==> src/rtl/ay_sound_dac.sv <==
// AY sound back end: mixes the AY sample with 8253 timer outputs and the beeper,
// applies a click-free mute ramp, and emits 10-bit PCM plus a 1-bit sigma-delta stream.
module ay_sound_dac #(
    parameter int TIMER_WEIGHT = 64,
    parameter int BEEP_WEIGHT  = 96
) (
    input  logic       clk,
    input  logic       reset_n,
    input  logic       ce,
    input  logic [7:0] ay_sound,
    input  logic [2:0] timer_out,
    input  logic       beeper,
    input  logic       mute,
    output logic [9:0] pcm,
    output logic       pcm_valid,
    output logic       dac_out
);

    localparam logic [11:0] TIMER_W12 = 12'(TIMER_WEIGHT);
    localparam logic [11:0] BEEP_W12  = 12'(BEEP_WEIGHT);
    localparam logic [4:0]  VOL_MAX   = 5'd16;

    typedef enum logic [1:0] {
        MUTED,
        UP,
        ON,
        DOWN
    } gain_state_t;

    gain_state_t state, state_next;
    logic [4:0]  vol, vol_next;

    // Stage A: captured inputs and the gain that applies to them
    logic        a_valid;
    logic [7:0]  a_ay;
    logic [2:0]  a_timer;
    logic        a_beep;
    logic [4:0]  a_vol;

    // Stage B: saturated mix
    logic        b_valid;
    logic [9:0]  b_sum;
    logic [4:0]  b_vol;

    logic [1:0]  timer_count;
    logic [11:0] mix_sum;
    logic [9:0]  mix_sat;
    logic [13:0] gain_prod;

    logic [9:0]  acc;
    logic [10:0] acc_next;

    // NOTE: every output of a combinational block gets a default first, otherwise
    // any path that skips an assignment infers a latch.
    always_comb begin
        state_next = state;
        vol_next   = vol;
        case (state)
            MUTED: begin
                if (!mute) begin
                    state_next = UP;
                    vol_next   = 5'd1;
                end
            end
            UP: begin
                if (mute) begin
                    vol_next   = vol - 5'd1;
                    // Reversing at vol=1 lands on silence, so go straight to MUTED.
                    state_next = (vol == 5'd1) ? MUTED : DOWN;
                end else begin
                    vol_next = vol + 5'd1;
                    if (vol_next == VOL_MAX) begin
                        state_next = ON;
                    end
                end
            end
            ON: begin
                if (mute) begin
                    state_next = DOWN;
                    vol_next   = 5'd15;
                end
            end
            DOWN: begin
                if (!mute) begin
                    vol_next   = vol + 5'd1;
                    state_next = (vol_next == VOL_MAX) ? ON : UP;
                end else begin
                    vol_next = vol - 5'd1;
                    if (vol_next == 5'd0) begin
                        state_next = MUTED;
                    end
                end
            end
            default: begin
                state_next = MUTED;
                vol_next   = 5'd0;
            end
        endcase
    end

    // NOTE: state is written with non-blocking assignments so every register
    // samples pre-edge values regardless of the order the blocks are evaluated.
    always_ff @(posedge clk) begin
        if (!reset_n) begin
            state <= MUTED;
            vol   <= 5'd0;
        end else if (ce) begin
            state <= state_next;
            vol   <= vol_next;
        end
    end

    // NOTE: the reset clears the data registers too, not only the valid flags,
    // so a fresh start always shows pcm=0 and never re-emits a stale sample.
    always_ff @(posedge clk) begin
        if (!reset_n) begin
            a_valid <= 1'b0;
            a_ay    <= 8'd0;
            a_timer <= 3'd0;
            a_beep  <= 1'b0;
            a_vol   <= 5'd0;
        end else begin
            a_valid <= ce;
            if (ce) begin
                a_ay    <= ay_sound;
                a_timer <= timer_out;
                a_beep  <= beeper;
                a_vol   <= vol_next;
            end
        end
    end

    always_comb begin
        timer_count = {1'b0, a_timer[0]} + {1'b0, a_timer[1]} + {1'b0, a_timer[2]};
        mix_sum     = {4'd0, a_ay}
                    + TIMER_W12 * {10'd0, timer_count}
                    + (a_beep ? BEEP_W12 : 12'd0);
        mix_sat     = (mix_sum > 12'd1023) ? 10'd1023 : mix_sum[9:0];
    end

    always_ff @(posedge clk) begin
        if (!reset_n) begin
            b_valid <= 1'b0;
            b_sum   <= 10'd0;
            b_vol   <= 5'd0;
        end else begin
            b_valid <= a_valid;
            if (a_valid) begin
                b_sum <= mix_sat;
                b_vol <= a_vol;
            end
        end
    end

    // 1023 * 16 still fits in 14 bits, so the shifted product never exceeds 10 bits.
    assign gain_prod = {4'd0, b_sum} * {9'd0, b_vol};

    always_ff @(posedge clk) begin
        if (!reset_n) begin
            pcm_valid <= 1'b0;
            pcm       <= 10'd0;
        end else begin
            pcm_valid <= b_valid;
            if (b_valid) begin
                pcm <= 10'(gain_prod >> 4);
            end
        end
    end

    // First-order sigma-delta: only the 10-bit residue is kept, the carry is the output bit.
    assign acc_next = {1'b0, acc} + {1'b0, pcm};

    always_ff @(posedge clk) begin
        if (!reset_n) begin
            acc     <= 10'd0;
            dac_out <= 1'b0;
        end else begin
            acc     <= acc_next[9:0];
            dac_out <= acc_next[10];
        end
    end

endmodule

==> config.mk <==
export PLATFORM = sky130hd
export DESIGN_NAME = ay_sound_dac
export DESIGN_NICKNAME = d
export VERILOG_FILES = /design/src/rtl/ay_sound_dac.sv
export SDC_FILE = /design/constraint.sdc
export NUM_CORES = 1
export LEC_CHECK = 0
export BUFFER_PORTS_ARGS = -buffer_cell sky130_fd_sc_hd__buf_2
export CAP_MARGIN = 20
export CORE_UTILIZATION = 45
export CTS_CLUSTER_DIAMETER = 60
export DETAILED_ROUTE_END_ITERATION = 7
export GPL_ROUTABILITY_DRIVEN = 0
export PLACE_DENSITY = 0.71
export SYNTH_ARGS = -nofsm -noshare
export SYNTH_HDL_FRONTEND = slang
export SYNTH_SLANG_ARGS = --single-unit
==> constraint.sdc <==
create_clock -name clk -period 3.8 [get_ports clk]
set_clock_uncertainty 0.05 [all_clocks]
set_input_delay 0.76 -clock clk [delete_from_list [all_inputs] [get_ports clk]]
set_output_delay 0.76 -clock clk [all_outputs]
set_load 0.01 [all_outputs]
==> summary.md <==
| Metric | Value |
|---|---|
| Status | `finished clean` |
| Met3 Track Usage GR | `3.45%` |
| Most numerous cell in the Yosys netlist | `dfxtp_1` |
| Most used routing layer | `met2` |
| Post-synthesis sequential element count | `58` |
| Distinct cell type count after synthesis | `53` |
| Synth Area in Compound Gates | `11.5%` |
| Worst setup SP type | `flop` |
| Die X | `97.5 µm` |
| Area leader, netlist | `dfxtp_1` |
| CTS buffer count | `9` |
| DRT iter0 DRCs | `94` |
| Worst setup path end | `pcm[4]` |
| Synth Area in Simple Gates | `18.9%` |
| Peak VDD IR | `0.210 mV` |
| FILL cells | `819` |
| # hold bufs at CTS | `0` |
| CTS Sinks | `58` |
| Syn Inst Count | `462` |
| I/O Buffers | `27` |
| Synth top area cells | `dfxtp_1 28%, fa_1 13%, ha_1 12%, mux2i_1 6.8%, and2_1 4.9%` |
| Critical path arrival | `3.85 ns` |
| Number of global-route vias before repair | `3188` |
| Final Core Density | `54.1%` |
| Final hold vios | `0` |
| Clk slew on worst S/H paths | `0.07 ns` |
| Leakage power | `0.00219 µW` |
| Via count | `3191` |
| Worst Hold Class | `flop to flop` |
| CTS tree | `built` |
| Reg2reg end | `pcm[4]` |
| Rows | `34` |
| Syn_area_per_cell | `8.88 µm²` |
| Post-synth top area share | `28.3%` |
| Crit. End Element | `flop` |
| Setup slack at placement | `-0.0436 ns` |
| Antenna Nets Post-Route | `0` |
| Io pins | `28` |
| Pin count of the biggest net entering global routing | `47` |
| Drt first pass iters | `5` |
| Register Area | `1180 µm²` |
| Chip height | `97.5 µm` |
| Multi-input logic area | `2760 µm²` |
| Top cell by count, worst path | `fa_1` |
| Post-Synth Adder-Cell Area | `24.3%` |
| Final setup violating endpoints | `0` |
| First-pass GRT wire length | `14600 µm` |
| Fmax | `0.270 GHz` |
| RR Startpoint | `b_vol[3]` |
| Xor and xnor fraction of the mapped netlist area | `3.41%` |
| Critical Path Source | `b_vol[3]` |
| H-tree levels | `3` |
| Flop2flop setup slack | `0.10 ns` |
| Sequential-to-total area share from yosys stat | `28.3%` |
| Syn Std Cell Area | `4100 µm²` |
| Syn. warnings | `0` |
| Clk_lat worst skew | `0.34 ns` |
| Worst setup margin | `0.101 ns` |
| Final Max Tran Viols | `0` |
| CP required | `3.95 ns` |
| Diode count | `0` |
| GRT Total Usage | `18.8%` |
| Mapped Nets | `542` |
| Crit path max-delay cell type | `fa_1` |
| Tmin final | `3.70 ns` |
| DR DRC count | `0` |
| Average routed wire per standard cell | `13.6 µm` |
| Period Utilization, post-route | `97.3%` |
| Mux cell area share after synthesis | `7.10%` |
| Max Cap Viol | `0` |
| CP Buf/Inv Count | `3` |
| Routed wire length | `8340 µm` |
| Vias per cell | `5.21` |
| Post-detail-place hpwl | `6340 µm` |
| Worst Setup Path Type | `flop to flop` |
| Post-synth top cells | `58 x dfxtp_1, 49 x inv_1, 45 x nor2_1` |
| Met2 Usage GRT | `33.5%` |
| CP Cell Sequence | `and2_4 -> fa_1 -> fa_1 -> inv_2 -> fa_1 -> inv_2 -> ha_4 -> nand3_2 -> or4_4 -> o211ai_4 -> buf_6 -> xor2_2 -> mux2i_1 -> nor2_1` |
| Nets | `580` |
| Die area | `9510 µm²` |
| Async SR Flop Fraction | `0%` |
| Initial core utilization | `46.8%` |
| Largest family of logic cells by synthesized area | `adder cells` |
| Crit path max-delay family | `adder cells` |
| Bufs on Longest Clock Path | `2` |
| Layout area overhead | `15.4%` |
| M1 GR Usage | `23.1%` |
| CP max stage delay | `0.53 ns` |
| PD cells | `288 nW/µm²` |
| Post-synth EDFFs | `0` |
| Core Box Area | `8760 µm²` |
| Reg2Reg Depth | `14` |
| Share of cells above drive strength 1 | `18.8%` |
| Synth Flop Type | `dfxtp_1` |
| Clk root buf | `clkbuf_8` |
| RSZ-0062 raised after global routing | `yes` |
| Critical path fanouts, max | `7` |
| Initial antenna violation count | `0` |
| Grt total ovfl | `0` |
| Pin slew with the least headroom to its limit | `0.904 ns` |
| Slew margin rel. | `39.6%` |
| Worst path depth | `14` |
## where the power goes
part | leakage, µW | switching (µW) | internal (µW)
clock network | 0.0000941 | 250 | 314
logic | 0.00162 | 75.8 | 63.5
registers | 0.000477 | 33.8 | 629
## timing repair
item	in CTS	in global routing
setup buffers	7	1
endpoints found under the setup margin	3	6
cloned	0	0
pin swaps	12	14
resized for setup	13	12
## cell usage in the layout (no fill, tap or decap), drive strengths merged, types with 3 or more instances in the layout
cell type | netlist | routed
nand4 | 3 | 3
nor2 | 45 | 45
buf | 9 | 46
nor3 | 15 | 15
nor2b | 5 | 5
a311oi | 3 | 3
ha | 38 | 38
mux2i | 28 | 28
inv | 50 | 50
dfxtp | 58 | 58
nand2b | 3 | 3
a21oi | 23 | 23
clkbuf | 10 | 10
nand2 | 34 | 34
o21a | 6 | 6
and2 | 34 | 34
a211oi | 3 | 3
o211ai | 5 | 5
a21o | 3 | 3
fa | 26 | 26
xnor2 | 8 | 8
nand3 | 8 | 8
o21ai | 14 | 14
xor2 | 8 | 8
## routing by layer
layer	vias up	routed length (µm)
met5	-	0
met4	0	95
met3	12	262
met2	64	4220
met1	1503	3760
li1	1612	-
## how the worst min path moves through the flow
stage / end / startpoint / slack, ns / depth (start not counted)
5_1_grt: pcm[6] / pcm[6] / 0.47 / 2
3_3_place_gp: pcm[5] / pcm[5] / 0.42 / 2
4_1_cts: pcm[6] / pcm[6] / 0.44 / 2
2_1_floorplan: b_vol[2] / b_vol[2] / 0.41 / 2
6_report: pcm[6] / pcm[6] / 0.44 / 2
3_5_place_dp: pcm[6] / pcm[6] / 0.43 / 2
## registers in the layout, summed over array words and instances, names as in the netlist
name       cells
a_vol          5
b_sum         10
a_ay           8
a_beep         1
b_valid        1
pcm_valid      1
a_timer        3
pcm           10
acc           10
b_vol          5
state          2
dac_out        1
a_valid        1
## worst register-to-register path, delay by kind of cell, from the launching register on
family | cells | cell delay, ns
adder cells (fa/ha/maj) | 4 | 1.80
AND/OR/NAND/NOR | 4 | 0.77
flip-flops | 1 | 0.35
buffers and inverters | 3 | 0.24
AO/OA/AOI/OAI | 1 | 0.16
multiplexers | 1 | 0.14
XOR/XNOR | 1 | 0.05
## cells by family after synthesis
group / Yosys count
AOI/OAI and AO/OA: 71
xor gates and xnor gates: 16
and+or+nand+nor: 155
DFF: 58
buffers and inverters: 69
adders and majority gates: 64
muxes: 29
## metrics by stage
step           TNS (ns)  hold slack, ns  power, µW  std cells  cell area (µm²)
3_3_place_gp          0           0.416        808        589             4420
4_1_cts               0           0.436       1370        611             4700
6_report              0           0.437       1370        612             4740
5_1_grt          -0.198           0.468       1430        612             4740
3_5_place_dp    -0.0919           0.428        813        589             4420
2_1_floorplan         0           0.409        773        462             4150
## cell type report
type / count / share of cell area, %
multi-input combinational: 335 / 58.3
inverter: 50 / 3.96
tap: 108 / 2.85
sequential: 58 / 24.9
timing repair buffer: 46 / 5.94
clock inverter: 5 / 1.16
clock buffer: 10 / 2.91
No activity file was read; power rests on OpenSTA's default activity.
